<file path="src/rtl/popcount_pkg.sv">
// Shared constants, widths and types for the shared popcount scheduler.
// The SWAR masks assume a 32-bit word.
package popcount_pkg;

    localparam logic [31:0] M1  = 32'h5555_5555;
    localparam logic [31:0] M2  = 32'h3333_3333;
    localparam logic [31:0] M4  = 32'h0707_0707;
    localparam logic [31:0] M8  = 32'h001F_001F;
    localparam logic [31:0] M16 = 32'h0000_003F;

    // One extra bit so that an all-ones word still fits in the count.
    function automatic int count_w(input int data_w);
        return $clog2(data_w) + 1;
    endfunction

    localparam int CNT_W_MAX = count_w(32);
    localparam int ID_W_MAX  = 3;

    typedef logic [CNT_W_MAX-1:0] count_t;
    typedef logic [ID_W_MAX-1:0]  id_t;

endpackage

</file>
<file path="src/rtl/popcount_rr_scheduler_if.sv">
// Request/response bus between the requesters, the consumer and the shared ones-counter.
// The master side drives requests and response acceptance; the slave side is the scheduler.
interface popcount_rr_scheduler_if
    import popcount_pkg::*;
#(
    parameter int NREQ   = 4,
    parameter int DATA_W = 32,
    parameter int CNT_W  = count_w(DATA_W),
    parameter int ID_W   = (NREQ > 2) ? $clog2(NREQ) : 1
);

    logic [NREQ-1:0]        req_valid;
    logic [NREQ*DATA_W-1:0] req_data;
    logic [NREQ-1:0]        req_ready;
    logic                   rsp_valid;
    logic                   rsp_ready;
    logic [ID_W-1:0]        rsp_id;
    logic [CNT_W-1:0]       rsp_count;

    modport master (
        output req_valid,
        output req_data,
        output rsp_ready,
        input  req_ready,
        input  rsp_valid,
        input  rsp_id,
        input  rsp_count
    );

    modport slave (
        input  req_valid,
        input  req_data,
        input  rsp_ready,
        output req_ready,
        output rsp_valid,
        output rsp_id,
        output rsp_count
    );

endinterface

</file>
<file path="src/rtl/popcount_pipe.sv">
// Two-stage SWAR ones-counter with an output register, advanced by a single global enable.
// Stage valid flags and the output register are reset; in-stage data is not.
module popcount_pipe
    import popcount_pkg::*;
#(
    parameter int DATA_W = 32,
    parameter int CNT_W  = count_w(DATA_W),
    parameter int ID_W   = 2
) (
    input  logic              clk,
    input  logic              rst,
    input  logic              en,
    input  logic              in_valid,
    input  logic [ID_W-1:0]   in_id,
    input  logic [DATA_W-1:0] in_data,
    output logic              out_valid,
    output logic [ID_W-1:0]   out_id,
    output logic [CNT_W-1:0]  out_count,
    output logic              occupied
);

    logic [DATA_W-1:0] t1, t2, t3, t4;
    logic [CNT_W-1:0]  cnt_d;

    logic              vld_p0, vld_p1, vld_p2;
    logic [ID_W-1:0]   id_p0, id_p1, id_p2;
    logic [DATA_W-1:0] sum_p0, sum_p1;
    logic [CNT_W-1:0]  cnt_p2;

    // S1 input: 2-bit pair sums, then 4-bit nibble sums
    always_comb begin
        t1 = in_data - ((in_data >> 1) & M1);
        t2 = (t1 & M2) + ((t1 >> 2) & M2);
    end

    // S2 input: byte sums; a nibble sum is at most 4, so three bits per nibble suffice
    always_comb begin
        t3 = (sum_p0 & M4) + ((sum_p0 >> 4) & M4);
    end

    // Output register input: 16-bit fold, then 32-bit fold
    always_comb begin
        t4    = (sum_p1 & M8) + ((sum_p1 >> 8) & M8);
        cnt_d = CNT_W'((t4 & M16) + ((t4 >> 16) & M16));
    end

    always_ff @(posedge clk) begin
        if (rst) begin
            vld_p0 <= 1'b0;
            vld_p1 <= 1'b0;
            vld_p2 <= 1'b0;
            id_p2  <= '0;
            cnt_p2 <= '0;
        end else if (en) begin
            vld_p0 <= in_valid;
            vld_p1 <= vld_p0;
            vld_p2 <= vld_p1;
            id_p2  <= id_p1;
            cnt_p2 <= cnt_d;
        end
    end

    always_ff @(posedge clk) begin
        if (en) begin
            id_p0  <= in_id;
            sum_p0 <= t2;
            id_p1  <= id_p0;
            sum_p1 <= t3;
        end
    end

    assign out_valid = vld_p2;
    assign out_id    = id_p2;
    assign out_count = cnt_p2;
    assign occupied  = vld_p0 | vld_p1 | vld_p2;

endmodule

</file>
<file path="src/rtl/popcount_rr_scheduler.sv">
// Round-robin arbiter sharing one pipelined 32-bit ones-counter among NREQ requesters.
// Results return in acceptance order on one response bus, tagged with the requester id.
module popcount_rr_scheduler
    import popcount_pkg::*;
#(
    parameter int NREQ   = 4,
    parameter int DATA_W = 32,
    parameter int CNT_W  = count_w(DATA_W),
    parameter int ID_W   = (NREQ > 2) ? $clog2(NREQ) : 1
) (
    input  logic                   clk,
    input  logic                   rst,
    popcount_rr_scheduler_if.slave bus,
    output logic                   busy
);

    generate
        if (DATA_W != 32) begin : g_bad_data_w
            $error("popcount_rr_scheduler: DATA_W must be 32");
        end
        if (NREQ < 2 || NREQ > 8) begin : g_bad_nreq
            $error("popcount_rr_scheduler: NREQ must be in 2..8");
        end
    endgenerate

    logic [ID_W-1:0]   ptr_q;
    logic [ID_W-1:0]   grant_id;
    logic              grant_found;
    logic              stall;
    logic              advance;
    logic              handshake;
    logic [DATA_W-1:0] grant_data;

    // Scanning downward lets the candidate closest to the pointer overwrite the others.
    function automatic logic [ID_W:0] rr_pick(input logic [NREQ-1:0] valid,
                                              input logic [ID_W-1:0] ptr);
        logic [ID_W:0] res;
        logic [ID_W:0] idx;
        res = '0;
        for (int k = NREQ - 1; k >= 0; k--) begin
            idx = {1'b0, ptr} + (ID_W + 1)'(k);
            if (idx >= (ID_W + 1)'(NREQ)) begin
                idx = idx - (ID_W + 1)'(NREQ);
            end
            if (valid[idx[ID_W-1:0]]) begin
                res = {1'b1, idx[ID_W-1:0]};
            end
        end
        return res;
    endfunction

    always_comb begin
        {grant_found, grant_id} = rr_pick(bus.req_valid, ptr_q);
    end

    // A stalled output freezes every stage, so nothing may be accepted either.
    assign stall         = bus.rsp_valid & ~bus.rsp_ready;
    assign advance       = ~stall;
    assign handshake     = grant_found & advance;
    assign bus.req_ready = handshake ? (NREQ'(1) << grant_id) : '0;
    assign grant_data    = bus.req_data[grant_id*DATA_W +: DATA_W];

    always_ff @(posedge clk) begin
        if (rst) begin
            ptr_q <= '0;
        end else if (handshake) begin
            ptr_q <= (grant_id == ID_W'(NREQ - 1)) ? '0 : grant_id + 1'b1;
        end
    end

    popcount_pipe #(
        .DATA_W (DATA_W),
        .CNT_W  (CNT_W),
        .ID_W   (ID_W)
    ) u_pipe (
        .clk       (clk),
        .rst       (rst),
        .en        (advance),
        .in_valid  (handshake),
        .in_id     (grant_id),
        .in_data   (grant_data),
        .out_valid (bus.rsp_valid),
        .out_id    (bus.rsp_id),
        .out_count (bus.rsp_count),
        .occupied  (busy)
    );

endmodule
</file>
<file path="src/flat_wrapper.sv">
// flat-port wrapper written by rule: the top's interface ports become plain ports
module popcount_rr_scheduler_flat import popcount_pkg::*;
#(
    parameter int NREQ   = 4,
    parameter int DATA_W = 32,
    parameter int CNT_W  = count_w(DATA_W),
    parameter int ID_W   = (NREQ > 2) ? $clog2(NREQ) : 1
)
  (clk, rst, busy, bus_req_valid, bus_req_data, bus_rsp_ready, bus_req_ready, bus_rsp_valid, bus_rsp_id, bus_rsp_count);
  popcount_rr_scheduler_if #(.NREQ(NREQ), .DATA_W(DATA_W), .CNT_W(CNT_W), .ID_W(ID_W)) bus_i ();
  input  logic clk;
  input  logic rst;
  output logic busy;
  input wire logic [$bits(bus_i.req_valid)-1:0] bus_req_valid;
  input wire logic [$bits(bus_i.req_data)-1:0] bus_req_data;
  input wire logic [$bits(bus_i.rsp_ready)-1:0] bus_rsp_ready;
  output wire logic [$bits(bus_i.req_ready)-1:0] bus_req_ready;
  output wire logic [$bits(bus_i.rsp_valid)-1:0] bus_rsp_valid;
  output wire logic [$bits(bus_i.rsp_id)-1:0] bus_rsp_id;
  output wire logic [$bits(bus_i.rsp_count)-1:0] bus_rsp_count;
  assign bus_i.req_valid = bus_req_valid;
  assign bus_i.req_data = bus_req_data;
  assign bus_i.rsp_ready = bus_rsp_ready;
  assign bus_req_ready = bus_i.req_ready;
  assign bus_rsp_valid = bus_i.rsp_valid;
  assign bus_rsp_id = bus_i.rsp_id;
  assign bus_rsp_count = bus_i.rsp_count;
  popcount_rr_scheduler #(.NREQ(NREQ), .DATA_W(DATA_W), .CNT_W(CNT_W), .ID_W(ID_W)) u_core (.clk(clk), .rst(rst), .bus(bus_i), .busy(busy));
endmodule
</file>
<file path="config.mk">
export PLATFORM = sky130hd
export DESIGN_NAME = popcount_rr_scheduler_flat
export DESIGN_NICKNAME = d
export VERILOG_FILES = /design/src/rtl/popcount_pkg.sv /design/src/rtl/popcount_rr_scheduler_if.sv /design/src/rtl/popcount_pipe.sv /design/src/rtl/popcount_rr_scheduler.sv /design/src/flat_wrapper.sv
export SDC_FILE = /design/constraint.sdc
export NUM_CORES = 1
export LEC_CHECK = 0
export ABC_AREA = 1
export CAP_MARGIN = 20
export CORE_ASPECT_RATIO = 0.8
export CORE_UTILIZATION = 30
export DETAILED_ROUTE_END_ITERATION = 16
export DONT_BUFFER_PORTS = 1
export SYNTH_ARGS = -nofsm -noshare
export SYNTH_HDL_FRONTEND = slang
export SYNTH_HIERARCHICAL = 1
export SYNTH_SLANG_ARGS = --single-unit
export TNS_END_PERCENT = 20
</file>
<file path="constraint.sdc">
create_clock -name clk -period 5.16 [get_ports clk]
set_clock_uncertainty 0.1 [all_clocks]
set_input_delay 1.032 -clock clk [delete_from_list [all_inputs] [get_ports clk]]
set_output_delay 1.032 -clock clk [all_outputs]
set_load 0.01 [all_outputs]
</file>
## Word-level counts from Yosys, hierarchy flattened

Cells that the tools add are included.

| word-level totals | value |
|---|---|
| output and inout bits | 14 |
| input bits | 135 |
| word-level logic and storage cells | 58 |
| flip-flop bits (word level) | 76 |

| cells by class | value |
|---|---|
| bitwise operators | 6 |
| equal/unequal tests | 1 |
| add/subtract/negate cells | 13 |
| mux-type cells | 18 |
| $lt $le $gt $ge | 8 |
| shift operators | 2 |

Operators by type and width:

| cell | number |
|---|---|
| $shiftx 128x8->32 | 1 |
| $sub 32x31->32 | 1 |
| $add 30x30->31 | 1 |
| $add 27x27->28 | 1 |
| $add 21x20->22 | 1 |
| $lt 2x3->1 const B | 4 |
| $mux 3 | 4 |
| $mux 2 | 5 |
| $ge 3x3->1 const B | 3 |
| $bmux 1 s2 | 4 |
| $sub 2x1->2 const B | 4 |
| $add 2x2->3 const B | 2 |
| $add 6x6->6 | 1 |
| $mux 1 | 4 |
| $mux 4 | 1 |
| $shl 1x2->4 const A | 1 |
| $add 2x1->3 const B | 1 |
| $ge 2x3->1 const B | 1 |
| $add 2x1->2 const B | 1 |
| $and 1x1->1 | 2 |
| $eq 2x2->1 const B | 1 |
| $not 1->1 | 2 |
| $or 1x1->1 | 2 |

## Longest topological paths before layout

Gate-level depths: netlist of the first run.

| logic depth | value |
|---|---|
| depth after elaboration | 12 |
| gate-level depth with buffers | 29 |
| gate-level depth less buffers | 27 |

## Modules after synthesis

Netlist of the first run, hierarchy kept.

Modules (own cells, without submodules):

| module | times used | area each (µm²) | sequential area each (µm²) | cells each |
|---|---|---|---|---|
| popcount_pipe | 1 | 4739.5 | 1541.5 | 591 |
| popcount_rr_scheduler | 1 | 1948.1 | 40.0 | 391 |

## Least setup slack after synthesis of the first run

Ideal clock, no wire load.

| timing | value |
|---|---|
| kind | input port to flip-flop |
| from | input bus_req_valid[1] |
| to | register u_core.u_pipe.sum_p0[13], data pin |
| cell stages on the path | 24 |
| data required time | 4810 ps |
| library setup time | 250 ps |
| path slack | 1071 ps |
| arrival time | 3739 ps |
| path buffers | 2 |
| cell sequence | inv_1 > nand2_2 > and2_4 > nand2_2 > nand2_1 > a21oi_2 > nand2_2 > buf_4 > clkbuf_4 > nand3b_1 > nand3_1 > nand2_1 > inv_1 > ha_1 > inv_1 > nand2_1 > nand2_1 > inv_1 > nand3_1 > nand2_1 > nand3_2 > xor2_1 > fa_1 > inv_1 |

| between the ends | value |
|---|---|
| longest elaborated chain between the ends | 9 |
| elaborated cells between the ends (all ways) | 15 |
| those cells by class | add/sub (2); shift (1); mux (12) |

RTL lines:

| what | line | RTL |
|---|---|---|
| from (decl) | flat_wrapper.sv:14 | `input wire logic [$bits(bus_i.req_valid)-1:0] bus_req_valid;` |
| $bmux 1 s2 | popcount_rr_scheduler.sv:45 | `if (valid[idx[ID_W-1:0]]) begin` |
| $mux 1 (not written as such) | popcount_rr_scheduler.sv:45 |  |
| $mux 3 (3 in series) | popcount_rr_scheduler.sv:45 |  |
| $mux 3 * | popcount_rr_scheduler.sv:45 |  |
| $shiftx 128x8->32 * | popcount_rr_scheduler.sv:61 | `assign grant_data = bus.req_data[grant_id*DATA_W +: DATA_W];` |
| named net u_core.grant_data[5] | popcount_rr_scheduler.sv:32 | `logic [DATA_W-1:0] grant_data;` |
| $sub 32x31->32 * | popcount_pipe.sv:32 | `t1 = in_data - ((in_data >> 1) & M1);` |
| $add 30x30->31 * | popcount_pipe.sv:33 | `t2 = (t1 & M2) + ((t1 >> 2) & M2);` |
| named net u_core.u_pipe.t2[13] | popcount_pipe.sv:22 | `logic [DATA_W-1:0] t1, t2, t3, t4;` |
| to (signal assigned) | popcount_pipe.sv:66 | `sum_p0 <= t2;` |
| to (decl) | popcount_pipe.sv:27 | `logic [DATA_W-1:0] sum_p0, sum_p1;` |

The timed path passes the listed nets; every way through them passes the cells marked *. The select of a mux whose other input is x is not followed.
A chain may end at the register's enable or synchronous reset.

## Worst setup path in the final report of the first run

| timing | value |
|---|---|
| from | register u_core.ptr_q[0] |
| to | register u_core.u_pipe.sum_p0[25], data pin |

| between the ends | value |
|---|---|
| longest elaborated chain between the ends | 12 |
| elaborated cells between the ends (all ways) | 30 |
| those cells by class | add/sub (9); order compare (4); shift (1); mux (16) |

RTL lines:

| what | line | RTL |
|---|---|---|
| from (decl) | popcount_rr_scheduler.sv:26 | `logic [ID_W-1:0] ptr_q;` |
| from (signal assigned) | popcount_rr_scheduler.sv:67 | `ptr_q <= (grant_id == ID_W'(NREQ - 1)) ? '0 : grant_id + 1'b1;` |
| $add 2x2->3 | popcount_rr_scheduler.sv:41 | `idx = {1'b0, ptr} + (ID_W + 1)'(k);` |
| $ge 3x3->1 or $sub 2x1->2 (tied branches) | popcount_rr_scheduler.sv:42, popcount_rr_scheduler.sv:43 |  |
| $mux 2 | popcount_rr_scheduler.sv:42 | `if (idx >= (ID_W + 1)'(NREQ)) begin` |
| $bmux 1 s2 | popcount_rr_scheduler.sv:45 |  |
| $mux 1 (not written as such) | popcount_rr_scheduler.sv:45 |  |
| $mux 3 (3 in series) | popcount_rr_scheduler.sv:45 |  |
| $mux 3 * | popcount_rr_scheduler.sv:45 |  |
| $shiftx 128x8->32 * | popcount_rr_scheduler.sv:61 |  |
| named net u_core.grant_data[21] | popcount_rr_scheduler.sv:32 |  |
| $sub 32x31->32 * | popcount_pipe.sv:32 |  |
| $add 30x30->31 * | popcount_pipe.sv:33 |  |
| named net u_core.u_pipe.t2[25] | popcount_pipe.sv:22 |  |

Marks and branches as above.

==> results.toml, run 1 <==
[outcome]
status = "complete, no violations"

[job]
drv_cap = 0

[synth]
ys_types = 38
syn_nets = 1199
async_flop_share = 0
synth_xor_area_frac = 0.03929
synth_warnings = 6
netlist_instances = 982
synth_edf_count = 44
synth-simple-area-share = 0.3579
synth_adder_area_share = 0.1703
seq_area_frac_synth = 0.2365
ys_ff_latch = 57
synth_top_family_by_area = "simple AND/OR/NAND/NOR gates"
syn_area_per_cell_um2 = 6.810
synth-compound-area-share = 0.04696
synth.cell_area_um2 = 6688
ys.flop_type = "edfxtp_1"
synth_mux_area_frac = 0

[worst_setup_path]
reg2regPathDepth = 21
cp-end-kind = "flop"
critical_path_depth = 21
crit_family = "simple AND/OR/NAND/NOR gates"
worst-endpoint-required_ns = 5.12
path_cells = "inv_1 -> nand2_1 -> nand2_1 -> nand2_1 -> nand2_2 -> nor2_2 -> nor2_1 -> nand2_2 -> buf_4 -> nand3b_1 -> nand3_1 -> nand2_1 -> inv_1 -> ha_1 -> nand2_1 -> a21oi_1 -> o21ai_1 -> o21ai_0 -> nand2_1 -> ha_1 -> fa_1"
worstPathArrival_ns = 4.40
critPathSlowestCell = "dfxtp_1"
path_common_cell = "nand2_1"
crit_path_start_kind = "flop"
worst-path-max-fanout = 45
slowest_delay_ns = 0.59
path_buf_inv = 3
rrSetupSlack_ns = 0.71
critical_path_class = "flop to flop"

[min_path]
hold_depth = 0
min_path_type = "flop to flop"

[clock_network]
post_cts_resized = 0
ctsHoldBuffers = 0
clkLatencyLatePin_ns = 0.32
clock-root-buffer = "clkbuf_16"
numCtsBuffers = 9
clk_path_buf_depth = 2
clkTransAtPathRegs_ns = 0.05
cts_tree = "yes"
htreeDepth = 3
cts.sinks = 57
postCtsSetupBuffers = 0

[timing]
worstMarginPinSlew_ns = 0.6696
slew_viol_final = 0
layout_min_cycle_time_ns = 4.446
period_share = 0.8617
setup_tns_ns = 0
max-slew-margin-rel = 0.5536
clock.fmax_ghz = 0.2249
fin_ws_ns = 0.7136
hold_violations = 0
rsz0062_at_grt = "no"
setup_viol = 0

[global_route]
grt_first_pass_wirelength_um = 27190
grt_pass1_vias = 5586
track_usage = 0.1499
antenna_found_initial = 1
grt_max_degree = 58
gr-total-overflow = 0

[placement]
portBuffers = 0
dp_cells = 1260
gp_congestion = 0.9089
pre_cts_ws_ns = 0.4857
place_hpwl_um = 13710

[die]
core_area_um2 = 21740
die_area_um2 = 22900
fp.dieW_um = 168.9
die-height_um = 135.5
start_util = 0.3076
boundaryPins = 149
fp-row-count = 48

[final_layout]
fin_util = 0.3349
fin_cells = 1277
syn_to_final_growth_pct = 8.868
final_cell_mix = "276 x nand2_1, 210 x inv_1, 93 x nand3_1"
final_nets = 1188
mostFrequentLayoutCell = "nand2_1"
final_layout_size_suffix_gt1_frac = 0.06557
fill_cells = 2372

[drt]
first_pass_iters = 5
drtIter0Drc = 329
dr_total_vias = 5751
drcViolationCount = 0
wirelength_um = 16530
wl_per_cell_um = 12.95
final_antenna_net_count = 0
viasPerCell = 4.504
[final timing paths]
| kind | startpoint | endpoint |
|---|---|---|
| worst max-delay path | u_core/ptr_q[0]$_SDFFE_PP0P_ | u_core/u_pipe/sum_p0[25]$_DFFE_PP_ |
| worst min-delay path | u_core/u_pipe/id_p0[1]$_DFFE_PP_ | u_core/u_pipe/id_p1[1]$_DFFE_PP_ |
| worst max register to register | u_core/ptr_q[0]$_SDFFE_PP0P_ | u_core/u_pipe/sum_p0[25]$_DFFE_PP_ |
| worst min register to register | u_core/u_pipe/id_p0[1]$_DFFE_PP_ | u_core/u_pipe/id_p1[1]$_DFFE_PP_ |
[state kept, by name, summed over array words and instances (netlist names)]
signal,cells
u_core/u_pipe/out_count,6
u_core/u_pipe/sum_p0,24
u_core/u_pipe/out_id,2
u_core/u_pipe/sum_p1,16
u_core/u_pipe/id_p1,2
u_core/u_pipe/vld_p0,1
u_core/u_pipe/vld_p1,1
u_core/ptr_q,2
u_core/u_pipe/id_p0,2
u_core/u_pipe/out_valid,1
[area by class of cell]
type	count	area, um^2	share of cell area
diodes	1	2.502	0.0003437
clock buffers	13	314.1	0.04313
clock inverters	3	21.27	0.002921
inverters	217	814.5	0.1119
multi-input cells	678	4111	0.5647
flip-flops and latches	57	1582	0.2172
well taps	300	375.4	0.05156
repair buffers	8	60.06	0.008249
[cells in the mapped netlist (2+ instances only)]
cell | n | area (um^2)
buf_6 | 2 | 22.52
xor2_1 | 22 | 192.7
nand3_1 | 93 | 465.5
fa_1 | 15 | 300.3
inv_1 | 210 | 788.3
nor3_2 | 2 | 20.02
and2_1 | 2 | 12.51
xnor2_1 | 8 | 70.07
nand3_2 | 2 | 20.02
o21ai_0 | 11 | 55.05
o21bai_1 | 5 | 37.54
nor2_1 | 40 | 150.1
nand3b_1 | 64 | 480.5
nor2_2 | 11 | 68.82
nand2_2 | 12 | 75.07
nand2_1 | 277 | 1040
buf_4 | 10 | 75.07
nor3_1 | 2 | 10.01
edfxtp_1 | 44 | 1321
inv_2 | 6 | 22.52
ha_1 | 67 | 838.3
buf_2 | 11 | 55.05
a211oi_1 | 2 | 15.01
nand4_1 | 4 | 25.02
a21oi_1 | 30 | 150.1
dfxtp_1 | 13 | 260.3
clkbuf_1 | 6 | 22.52
[per-layer routing]
metal | track usage | vias to the layer above | routed length, um
li1 | - | 3022 | -
met1 | 0.2040 | 2517 | 8092
met2 | 0.2417 | 195 | 7144
met3 | 0.03038 | 17 | 1071
met4 | 0.03838 | 0 | 225
met5 | 0 | - | 0
[metrics by stage]
stage / hold WS (ns) / instance area, um^2
after CTS: 0.3155 / 7278
final: 0.3176 / 7281
after global placement: 0.3045 / 6943
after detailed placement: 0.3045 / 6943
after global routing: 0.3227 / 7281
after floorplan: 0.3003 / 6688
[logic make-up (layout without fill, tap and decap cells)]
| group | after synthesis | count (layout) |
|---|---|---|
| AOI/OAI and AO/OA | 54 | 54 |
| xor gates and xnor gates | 30 | 30 |
| and+or+nand+nor | 512 | 512 |
| adders and majority gates | 82 | 82 |
| DFF | 57 | 57 |
| buffers and inverters | 247 | 241 |
| other | 0 | 1 |
Power of run 1 is left out: the tool's default activity adds up to more than one toggle a clock period on the data nets, which glitch-free logic cannot reach.
==> inputs of run 2 (changes only) <==
Settings changed: PLACE_DENSITY_LB_ADDON set to 0.2, SETUP_SLACK_MARGIN set to 0.15.
==> results.toml, run 2 (synthesis results as in run 1) <==
[global_route]
grt_max_degree = 68
grt_first_pass_wirelength_um = 26840
gr-total-overflow = 0
grt_pass1_vias = 5499
antenna_found_initial = 0
track_usage = 0.1491

[placement]
gp_congestion = 0.8983
dpl-instance-area_um2 = 6988
place_hpwl_um = 13830
portBuffers = 0

[timing]
setup_tns_ns = 0
period_share = 0.8410
slew_viol_final = 0
hold_violations = 0
max-slew-margin-rel = 0.5395
clock.fmax_ghz = 0.2304
setup_viol = 0
rsz0062_at_grt = "no"
worstMarginPinSlew_ns = 0.6907
layout_min_cycle_time_ns = 4.339

[job]
drv_cap = 0

[final_layout]
fill_cells = 2413
mostFrequentLayoutCell = "nand2_1"
final_nets = 1189
largest-register = "u_core/u_pipe/sum_p0"
postLayoutCellArea_um2 = 7295
final_layout_size_suffix_gt1_frac = 0.06551
largest_reg_flops = 24
syn_to_final_growth_pct = 9.074
final_cell_mix = "276 x nand2_1, 210 x inv_1, 93 x nand3_1"

[clock_network]
cts.sinks = 57
post_cts_resized = 0
clock-root-buffer = "clkbuf_16"
numCtsBuffers = 9
clkTransAtPathRegs_ns = 0.05
clk_path_buf_depth = 2
ctsHoldBuffers = 0
clkLatencyLatePin_ns = 0.32
cts_tree = "yes"
postCtsSetupBuffers = 0
htreeDepth = 3

[drt]
drcViolationCount = 0
dr_total_vias = 5725
first_pass_iters = 5
wirelength_um = 16630
drtIter0Drc = 291
viasPerCell = 4.480
wl_per_cell_um = 13.01
final_antenna_net_count = 0

[worst_setup_path]
cp-end-kind = "flop"
worst-endpoint-required_ns = 5.12
critical_path_class = "primary input to flop"
worst-path-max-fanout = 67
worstPathArrival_ns = 4.29
crit_path_start_kind = "primary input"

[die]
start_util = 0.3076
fp.dieW_um = 168.9
boundaryPins = 149
core_area_um2 = 21740
fp-row-count = 48
die_area_um2 = 22900
die-height_um = 135.5

[outcome]
status = "complete, no violations"

[min_path]
min_path_type = "flop to flop"
run 2: cell count changes in the layout (fill, tap and decap cells not counted):
cell	previous run	this run
clkbuf_16	12	9
inv_4	2	1
clkbuf_1	0	1
buf_4	8	6
buf_12	0	3
inv_6	1	0
clkbuf_8	1	5
run 2: routing by layer:
metal | wire length (um) | vias up | GRT usage
li1 | - | 3027 | -
met1 | 8454 | 2502 | 0.2157
met2 | 6885 | 192 | 0.2289
met3 | 1236 | 4 | 0.03126
met4 | 51 | 0 | 0.02576
met5 | 0 | - | 0
run 2: per-stage QoR:
stage | setup slack [ns] | util | hold WS, ns | cells
after CTS | 0.8865 | 0.3354 | 0.3322 | 1277
after detailed placement | 0.5433 | 0.3214 | 0.3117 | 1261
after global routing | 0.5401 | 0.3354 | 0.3349 | 1277
final | 0.8206 | 0.3355 | 0.3306 | 1278
after global placement | 0.5093 | 0.3214 | 0.3044 | 1261
after floorplan | 1.071 | - | 0.3003 | 982
run 2: worst paths after layout:
check,startpoint,to,slack (ns),depth (start not counted)
worst min register to register,u_core/u_pipe/id_p0[1]$_DFFE_PP_,u_core/u_pipe/id_p1[1]$_DFFE_PP_,0.33,0
worst max register to register,u_core/ptr_q[0]$_SDFFE_PP0P_,u_core/u_pipe/sum_p0[29]$_DFFE_PP_,0.94,25
worst max-delay path,bus_req_valid[1],u_core/u_pipe/sum_p0[29]$_DFFE_PP_,0.82,24
worst min-delay path,u_core/u_pipe/id_p0[1]$_DFFE_PP_,u_core/u_pipe/id_p1[1]$_DFFE_PP_,0.33,0
run 2: worst max-delay path: stages:
cell and delay (ns):
inv_1 0.04, nand2_2 0.05, and2_4 0.16, nand2_2 0.06, nand2_1 0.09, a21oi_2 0.12, nand2_2 0.11, nand2_2 0.10
buf_12 0.26, nand2_1 0.09, nand3_1 0.10, nand2_1 0.16, inv_1 0.21, ha_1 0.29, nor2_1 0.13, inv_1 0.09
nor2_1 0.16, nand2_1 0.09, nor3_1 0.17, nand2_1 0.11, nand2_1 0.06, nand2_1 0.05, nand2_1 0.10, fa_1 0.43
run 2: cell type report:
| class | count | area [um^2] | area share |
|---|---|---|---|
| clock inverters | 1 | 6.256 | 0.0008576 |
| multi-input cells | 678 | 4111 | 0.5636 |
| flip-flops and latches | 57 | 1582 | 0.2168 |
| well taps | 300 | 375.4 | 0.05146 |
| diodes | 1 | 2.502 | 0.0003431 |
| repair buffers | 9 | 105.1 | 0.01441 |
| clock buffers | 15 | 297.8 | 0.04082 |
| inverters | 217 | 814.5 | 0.1117 |
Power of run 2 is left out for the same reason.
==> inputs of run 3 (changes only) <==
Clock period 5.16 ns to 4.25 ns, I/O delays scaled along.
==> results.toml, run 3 (synthesis results as in run 1) <==
[outcome]
status = "complete, no violations"

[drt]
wl_per_cell_um = 13.45
final_antenna_net_count = 0
viasPerCell = 4.477
wirelength_um = 18130
drcViolationCount = 0
dr_total_vias = 6035
first_pass_iters = 5
drtIter0Drc = 299

[final_layout]
mostFrequentLayoutCell = "nand2_1"
final_layout_size_suffix_gt1_frac = 0.1729
final_cell_mix = "259 x nand2_1, 207 x inv_1, 91 x nand3_1"
syn_to_final_growth_pct = 22.32
postLayoutCellArea_um2 = 8180
final_nets = 1259
largest-register = "u_core/u_pipe/sum_p0"
largest_reg_flops = 24

[timing]
finalHoldWorstSlack_ns = 0.3185
fin_ws_ns = 0.3509
rsz0062_at_grt = "yes"
clock.fmax_ghz = 0.2565
setup_viol = 0
worstMarginPinSlew_ns = 0.6799
setup_tns_ns = 0
period_share = 0.9174
slew_viol_final = 0
layout_min_cycle_time_ns = 3.899
hold_violations = 0
max-slew-margin-rel = 0.5467

[die]
die_area_um2 = 22900
die-height_um = 135.5
core_area_um2 = 21740
fp.dieW_um = 168.9
start_util = 0.3076
fp-row-count = 48
boundaryPins = 149

[global_route]
antenna_found_initial = 1
grt_pass1_vias = 5793
track_usage = 0.1567
grt_max_degree = 58
grt_first_pass_wirelength_um = 28400
gr-total-overflow = 0

[clock_network]
cts.sinks = 57
numCtsBuffers = 9
clk_path_buf_depth = 2
clkTransAtPathRegs_ns = 0.06
htreeDepth = 3
clock-root-buffer = "clkbuf_16"
ctsHoldBuffers = 0
cts_tree = "yes"
clkLatencyLatePin_ns = 0.33

[worst_setup_path]
critical_path_class = "primary input to flop"
r2r_start = "u_core/ptr_q[0]$_SDFFE_PP0P_"
reg2regPathDepth = 25
worstPathArrival_ns = 3.86
rrSetupSlack_ns = 0.40
cp-end-kind = "flop"
rr_endpoint = "u_core/u_pipe/sum_p0[25]$_DFFE_PP_"
worst-endpoint-required_ns = 4.21
worst-path-max-fanout = 10
crit_path_start_kind = "primary input"
critPathLaunch = "bus_req_valid[1]"

[min_path]
min_path_type = "flop to flop"
hold_start = "u_core/u_pipe/id_p0[0]$_DFFE_PP_"
whs_endpoint = "u_core/u_pipe/id_p1[0]$_DFFE_PP_"
hold_depth = 0

[placement]
portBuffers = 0
pre_cts_ws_ns = 0.02237
gp_congestion = 0.8655
place_hpwl_um = 14450
dpl-instance-area_um2 = 7491

[job]
drv_cap = 0
## run 3: cell count changes in the layout (fill, tap and decap cells not counted), moves of 4 or more
cell	delta
nor2_4	+6
a21oi_2	+6
buf_12	+4
ha_4	+5
clkbuf_16	+5
a21oi_1	-6
nor2_1	-8
buf_4	+58
ha_1	-7
clkbuf_8	-5
nand2_1	-17
nand2_2	+13
## run 3: routing by layer
layer | track usage | vias to the layer above | share of wire
li1 | - | 3160 | -
met1 | 0.2272 | 2683 | 0.50
met2 | 0.2355 | 182 | 0.42
met3 | 0.03360 | 10 | 0.066
met4 | 0.03535 | 0 | 0.0088
met5 | 0 | - | 0
## run 3: worst max-delay path, cell delays in order
cell and delay (ns):
inv_1 0.05, nand2_2 0.05, and2_4 0.15, nand2_2 0.06, nand2_1 0.08, a21oi_2 0.17, nand2_4 0.12, nand2_8 0.15
buf_12 0.14, nand2_1 0.05, nand3_1 0.08, nand2_1 0.08, inv_1 0.10, ha_2 0.19, nand2_1 0.07, inv_1 0.09
nand2_1 0.09, nor2_4 0.13, nand2_1 0.10, nand2_1 0.08, o21ai_2 0.07, o21ai_0 0.16, nand2_1 0.10, ha_1 0.21
fa_1 0.45
## run 3: area by class of cell
type                       count  area, um^2
multi-input combinational    678        4337
clock inverter                 6       41.29
inverter                     217       814.5
antenna                        1       2.502
tap                          300       375.4
sequential                    57        1587
timing repair buffer          79       773.2
clock buffer                  10       250.2
fill                        2335       13560
## run 3: worst max path at each step
stage | to | cells past startpoint
2_1_floorplan | u_core/u_pipe/sum_p0[13]$_DFFE_PP_ | 24
3_3_place_gp | u_core/u_pipe/sum_p0[29]$_DFFE_PP_ | 24
3_5_place_dp | u_core/u_pipe/sum_p0[25]$_DFFE_PP_ | 25
4_1_cts | u_core/u_pipe/sum_p0[25]$_DFFE_PP_ | 26
5_1_grt | u_core/u_pipe/sum_p0[13]$_DFFE_PP_ | 27
6_report | u_core/u_pipe/sum_p0[25]$_DFFE_PP_ | 25
## run 3: metrics by stage
| step | cells | util |
|---|---|---|
| finish | 1348 | 0.3763 |
| global placement | 1323 | 0.3446 |
| floorplan | 982 | - |
| CTS | 1339 | 0.3580 |
| detailed placement | 1323 | 0.3446 |
| global route | 1348 | 0.3763 |
## run 3: timing repair
action | in CTS | in global routing
gates resized for setup | 0 | 63
hold endpoints to repair | 0 | 0
setup buffers | 0 | 3
setup endpoints to repair | 0 | 12
Power of run 3 is left out for the same reason.
